### src/rtl/mod_sqr_chain_pkg.sv
// Shared widths and FSM encoding for the iterated modular squaring engine.
package mod_sqr_chain_pkg;

    localparam int unsigned DEF_W  = 128;
    localparam int unsigned DEF_TW = 32;

    typedef enum logic [2:0] {
        S_IDLE = 3'd0,
        S_LOAD = 3'd1,
        S_MUL  = 3'd2,
        S_NEXT = 3'd3,
        S_DONE = 3'd4
    } state_e;

    function automatic int unsigned bit_idx_w(input int unsigned w);
        return (w > 1) ? $clog2(w) : 1;
    endfunction

endpackage

### src/rtl/mod_mul_serial.sv
// Bit-serial interleaved multiply-reduce: p = a*b mod n, one multiplier bit per cycle, MSB first.
module mod_mul_serial
    import mod_sqr_chain_pkg::*;
#(
    parameter int unsigned W = DEF_W
) (
    input  logic         clk,
    input  logic         rst_n,
    input  logic         go_i,
    input  logic [W-1:0] a_i,
    input  logic [W-1:0] b_i,
    input  logic [W-1:0] n_i,
    output logic [W-1:0] p_o,
    output logic         done_c
);

    localparam int unsigned BW = bit_idx_w(W);
    localparam int unsigned AW = W + 2;

    logic [W-1:0]  acc_q, acc_d;
    logic [BW-1:0] bit_q, bit_d;
    logic          run_q, run_d;
    logic [AW-1:0] n_ext, sum_c, red1_c, red2_c;

    // 2*acc + b stays below 3n, so two conditional subtractions fully reduce it.
    always_comb begin
        n_ext  = AW'(n_i);
        sum_c  = {1'b0, acc_q, 1'b0} + (a_i[bit_q] ? AW'(b_i) : AW'(0));
        red1_c = (sum_c >= n_ext) ? sum_c - n_ext : sum_c;
        red2_c = (red1_c >= n_ext) ? red1_c - n_ext : red1_c;
    end

    always_comb begin
        acc_d = acc_q;
        bit_d = bit_q;
        run_d = run_q;
        if (go_i) begin
            acc_d = '0;
            bit_d = BW'(W - 1);
            run_d = 1'b1;
        end else if (run_q) begin
            acc_d = red2_c[W-1:0];
            bit_d = bit_q - BW'(1);
            if (bit_q == '0) begin
                run_d = 1'b0;
            end
        end
    end

    always_ff @(posedge clk or negedge rst_n) begin
        if (!rst_n) begin
            acc_q <= '0;
            bit_q <= '0;
            run_q <= 1'b0;
        end else begin
            acc_q <= acc_d;
            bit_q <= bit_d;
            run_q <= run_d;
        end
    end

    assign p_o    = acc_q;
    assign done_c = run_q && (bit_q == '0);

endmodule

### src/rtl/mod_sqr_chain.sv
// Iterated modular squaring: res = x^(2^t) mod n, with start-pulse / valid handshake.
module mod_sqr_chain
    import mod_sqr_chain_pkg::*;
#(
    parameter int unsigned W  = DEF_W,
    parameter int unsigned TW = DEF_TW
) (
    input  logic          clk,
    input  logic          rst_n,
    input  logic          start,
    input  logic [W-1:0]  x,
    input  logic [W-1:0]  n,
    input  logic [TW-1:0] t,
    output logic [W-1:0]  res,
    output logic          valid,
    output logic          busy
);

    state_e        state_q, state_d;
    logic [W-1:0]  xr_q, xr_d;
    logic [W-1:0]  nr_q, nr_d;
    logic [TW-1:0] tr_q, tr_d;
    logic [W-1:0]  res_q, res_d;
    logic          valid_q, valid_d;
    logic          busy_q, busy_d;
    logic          go_c;
    logic          mul_done_c;
    logic [W-1:0]  prod;

    mod_mul_serial #(.W(W)) u_mul (
        .clk    (clk),
        .rst_n  (rst_n),
        .go_i   (go_c),
        .a_i    (xr_q),
        .b_i    (xr_q),
        .n_i    (nr_q),
        .p_o    (prod),
        .done_c (mul_done_c)
    );

    always_comb begin
        state_d = state_q;
        xr_d    = xr_q;
        nr_d    = nr_q;
        tr_d    = tr_q;
        res_d   = res_q;
        go_c    = 1'b0;
        case (state_q)
            S_IDLE: begin
                if (start) begin
                    xr_d    = x;
                    nr_d    = n;
                    tr_d    = t;
                    state_d = S_LOAD;
                end
            end
            S_LOAD: begin
                if (nr_q < W'(2)) begin
                    res_d   = '0;
                    state_d = S_DONE;
                end else if (tr_q == '0) begin
                    res_d   = xr_q;
                    state_d = S_DONE;
                end else begin
                    go_c    = 1'b1;
                    state_d = S_MUL;
                end
            end
            S_MUL: begin
                if (mul_done_c) begin
                    state_d = S_NEXT;
                end
            end
            S_NEXT: begin
                xr_d = prod;
                tr_d = tr_q - TW'(1);
                // tr_q is nonzero here, so the decrement never wraps.
                if (tr_q == TW'(1)) begin
                    res_d   = prod;
                    state_d = S_DONE;
                end else begin
                    go_c    = 1'b1;
                    state_d = S_MUL;
                end
            end
            S_DONE: begin
                state_d = S_IDLE;
            end
            default: begin
                state_d = S_IDLE;
            end
        endcase
        valid_d = (state_d == S_DONE);
        busy_d  = (state_d == S_LOAD) || (state_d == S_MUL) || (state_d == S_NEXT);
    end

    always_ff @(posedge clk or negedge rst_n) begin
        if (!rst_n) begin
            state_q <= S_IDLE;
            xr_q    <= '0;
            nr_q    <= '0;
            tr_q    <= '0;
            res_q   <= '0;
            valid_q <= 1'b0;
            busy_q  <= 1'b0;
        end else begin
            state_q <= state_d;
            xr_q    <= xr_d;
            nr_q    <= nr_d;
            tr_q    <= tr_d;
            res_q   <= res_d;
            valid_q <= valid_d;
            busy_q  <= busy_d;
        end
    end

    assign res   = res_q;
    assign valid = valid_q;
    assign busy  = busy_q;

endmodule

### config.mk
export PLATFORM = sky130hd
export DESIGN_NAME = mod_sqr_chain
export DESIGN_NICKNAME = d
export VERILOG_FILES = /design/src/rtl/mod_sqr_chain_pkg.sv /design/src/rtl/mod_mul_serial.sv /design/src/rtl/mod_sqr_chain.sv
export SDC_FILE = /design/constraint.sdc
export NUM_CORES = 2
export LEC_CHECK = 0
export ABC_AREA = 1
export CORE_MARGIN = 5
export CORE_UTILIZATION = 32
export DETAILED_ROUTE_END_ITERATION = 10
export SETUP_SLACK_MARGIN = 0.02
export SLEW_MARGIN = 40
export SYNTH_ARGS = -nofsm -noshare
export SYNTH_HDL_FRONTEND = slang
export SYNTH_HIERARCHICAL = 1
export SYNTH_SLANG_ARGS = --single-unit
### constraint.sdc
create_clock -name clk -period 8.3 [get_ports clk]
set_input_delay 1.245 -clock clk [delete_from_list [all_inputs] [get_ports clk]]
set_output_delay 1.245 -clock clk [all_outputs]
set_load 0.01 [all_outputs]
==> impl_metrics.toml <==
[grt]
grt_pass1_vias = 89700
antenna_found_initial = 11
grt_max_degree = 157
grt.overflow.total = 0
grt_pass1_wl_um = 631000
grt.total_usage_pct = 38.5

[synth]
ys.flop_type = "dfrtp_1"
synth-seq-cells = 557
syn_nets = 13300
synth_most_common_cell = "nand2_1"
synth_common_cells = "nand2_1, inv_1, nor2_1"
yosysTopAreaCell = "nand2_1"
ys_seq_area_share_pct = 20.0
avgSynthCellArea_um2 = 5.51
synth_edf_count = 0
async_flop_share_pct = 100
netlist_instances = 12600
synth_area_leaders = "nand2_1, dfrtp_1, inv_1"
synth_top_area_share_pct = 24.0
yosys.cell_types.count = 55
syn_area_um2 = 69600
synth_warnings = 6

[clocking]
numCtsBuffers = 73
clock_sinks = 557
cts.clk_slew.worst_paths_ns = 0.06
ctsHoldBuffers = 0
clkLatencyLatePin_ns = 0.76
root_buffer = "clkbuf_16"
cts_tree = "built"
clockBufferDepth = 3
h-tree-depth = 3

[critical_path]
slowest_stage = "dfrtp_2"
path_class = "reg2reg"
max_stage_delay_ns = 0.41
crit_required_ns = 8.93
worst_r2r_endpoint = "u_mul/p_o[99]"
reg2reg_from = "u_mul/bit_q[0]"
arrival_ns = 10.30
crit_cells = 65
crit_family = "simple AND/OR/NAND/NOR gates"
worst_path_most_repeated_cell = "nand2_1"
endpoint_kind = "flip-flop"
reg2reg_slack_ns = -1.37
cp-start-kind = "flip-flop"
path_buf_inv = 22
cp-startpoint = "u_mul/bit_q[0]"
critPathCapture = "u_mul/p_o[99]"
ff2ff_path_depth = 65
crit_path_max_fanout = 23

[route]
drt_iter0_markers = 10400
wirelength_um = 459000
vias = 94900
drc = 0
wl_per_cell_um = 24.2
vias_per_cell = 5.01
firstDrtPassIters = 6
postRouteAntennaNets = 0

[placement]
dpl.hpwl_um = 397000
gp_congestion = 1.11
placed_area_um2 = 101000
port_buffers = 420

[timing]
finalCritPeriodShare_pct = 117
report.final.slew_viol_count = 0
skew_ns = 0.0514
tightestPinTransition_ns = 0.922
rsz0062_at_grt = "yes"
fmax_mhz = 103
post-route-worst-setup-slack_ns = -1.37
layout_min_cycle_time_ns = 9.67
setup_viol = 128
finalHoldViolCount = 0
slew_headroom_pct = 38.6

[final_layout]
area_growth_syn_to_layout_pct = 53.6
post-route-cell-area_um2 = 107000
fin_util_pct = 49.3
nets = 16700
drive_gt1_share_pct = 24.8

[die]
io-pin-count = 421
core_um2 = 217000
die_y_um = 476
start_util_pct = 32.1
num_rows = 171
die_w_um = 476
dieArea_um2 = 227000

[outcome]
violations = "negative setup slack"
status = "finished with violations"

[run]
maxCapViolCount = 0

[hold_path]
hp-class = "reg2reg"
timing repair:
item	in CTS	in global routing
gates cloned	7	5
resized for setup	197	470
setup buffers	17	26
endpoints found under the hold margin	0	0
pin swaps	19	48
setup endpoints to repair	128	128
metrics by stage:
stage          hold WS (ns)  setup TNS [ns]  worst slack [ns]  instances
2_1_floorplan         0.471               0             0.391      12600
3_3_place_gp          0.454         -295.26             -2.47      18800
3_5_place_dp          0.457         -260.77             -2.15      18800
4_1_cts               0.472         -156.92             -1.32      18900
5_1_grt               0.483         -217.40             -1.80      18900
6_report              0.469         -166.22             -1.37      18900
final cells by class:
cell class / instances / area [µm²]
Clock inverter: 40 / 593
Antenna cell: 7 / 17.5
Tap cell: 2854 / 3570
Inverter: 2326 / 8750
Sequential cell: 557 / 13900
Clock buffer: 88 / 1960
Multi-Input combinational cell: 9397 / 47300
Fill cell: 23400 / 110000
Timing Repair Buffer: 3677 / 30800
cells by family (layout without fill, tap and decap cells):
group | Yosys count | count (layout) | synth area share [%]
AO/OA/AOI/OAI | 1592 | 1592 | 12.6
XOR/XNOR | 249 | 249 | 3.13
adder cells (fa/ha/maj) | 390 | 390 | 7.05
buffers and inverters | 2681 | 6131 | 15.1
flip-flops | 557 | 557 | 20.0
multiplexers | 1 | 1 | 0.0144
other | 0 | 7 | 0
AND/OR/NAND/NOR | 7165 | 7165 | 42.0
flip-flops by register name, indices dropped and copies added (netlist names), 3 cells and up:
| signal | flops |
|---|---|
| nr_q | 128 |
| res | 128 |
| state_q | 3 |
| tr_q | 32 |
| u_mul/bit_q | 7 |
| u_mul/p_o | 128 |
| xr_q | 128 |
worst register-to-register path: cells and delay by family (launching register included):
family | cells | cell delay (ns)
AO/OA/AOI/OAI | 4 | 0.72
XOR/XNOR | 1 | 0.21
adder cells (fa/ha/maj) | 3 | 0.99
buffers and inverters | 22 | 3.24
flip-flops | 1 | 0.41
AND/OR/NAND/NOR | 35 | 4.01
worst min-delay path by stage:
| stage | endpoint | startpoint | depth (start not counted) |
|---|---|---|---|
| floorplan | tr_q[31] | tr_q[31] | 2 |
| global placement | res[88] | res[88] | 2 |
| detailed placement | res[109] | res[109] | 2 |
| CTS | res[109] | res[109] | 2 |
| global route | res[125] | res[125] | 2 |
| finish | res[109] | res[109] | 2 |
cells in the final DEF, fill, tap and decap left out, drive strengths merged, types with 156 or more instances in the layout:
cell           Yosys  layout
ha               387     387
dfrtp            557     557
inv             2322    2327
a21oi            610     610
nand4            342     342
nand3            551     551
buf              196    3250
xnor2            156     156
nand2           4474    4474
clkdlybuf4s50      0     419
nor2            1579    1579
o21ai            626     626
routing by layer:
layer / GRT usage [%] / up-vias / routed length [µm] / part of all wire, %
met1: 52.2 / 43800 / 198000 / 43
met5: 0 / - / 27 / 0.0059
met3: 7.31 / 748 / 40200 / 8.7
met2: 57.3 / 4235 / 189000 / 41
li1: - / 46100 / - / -
met4: 21.4 / 4 / 32100 / 7.0
Power is not shown: default switching activity piles up to over one toggle a cycle in this logic, so the estimate is an artifact.
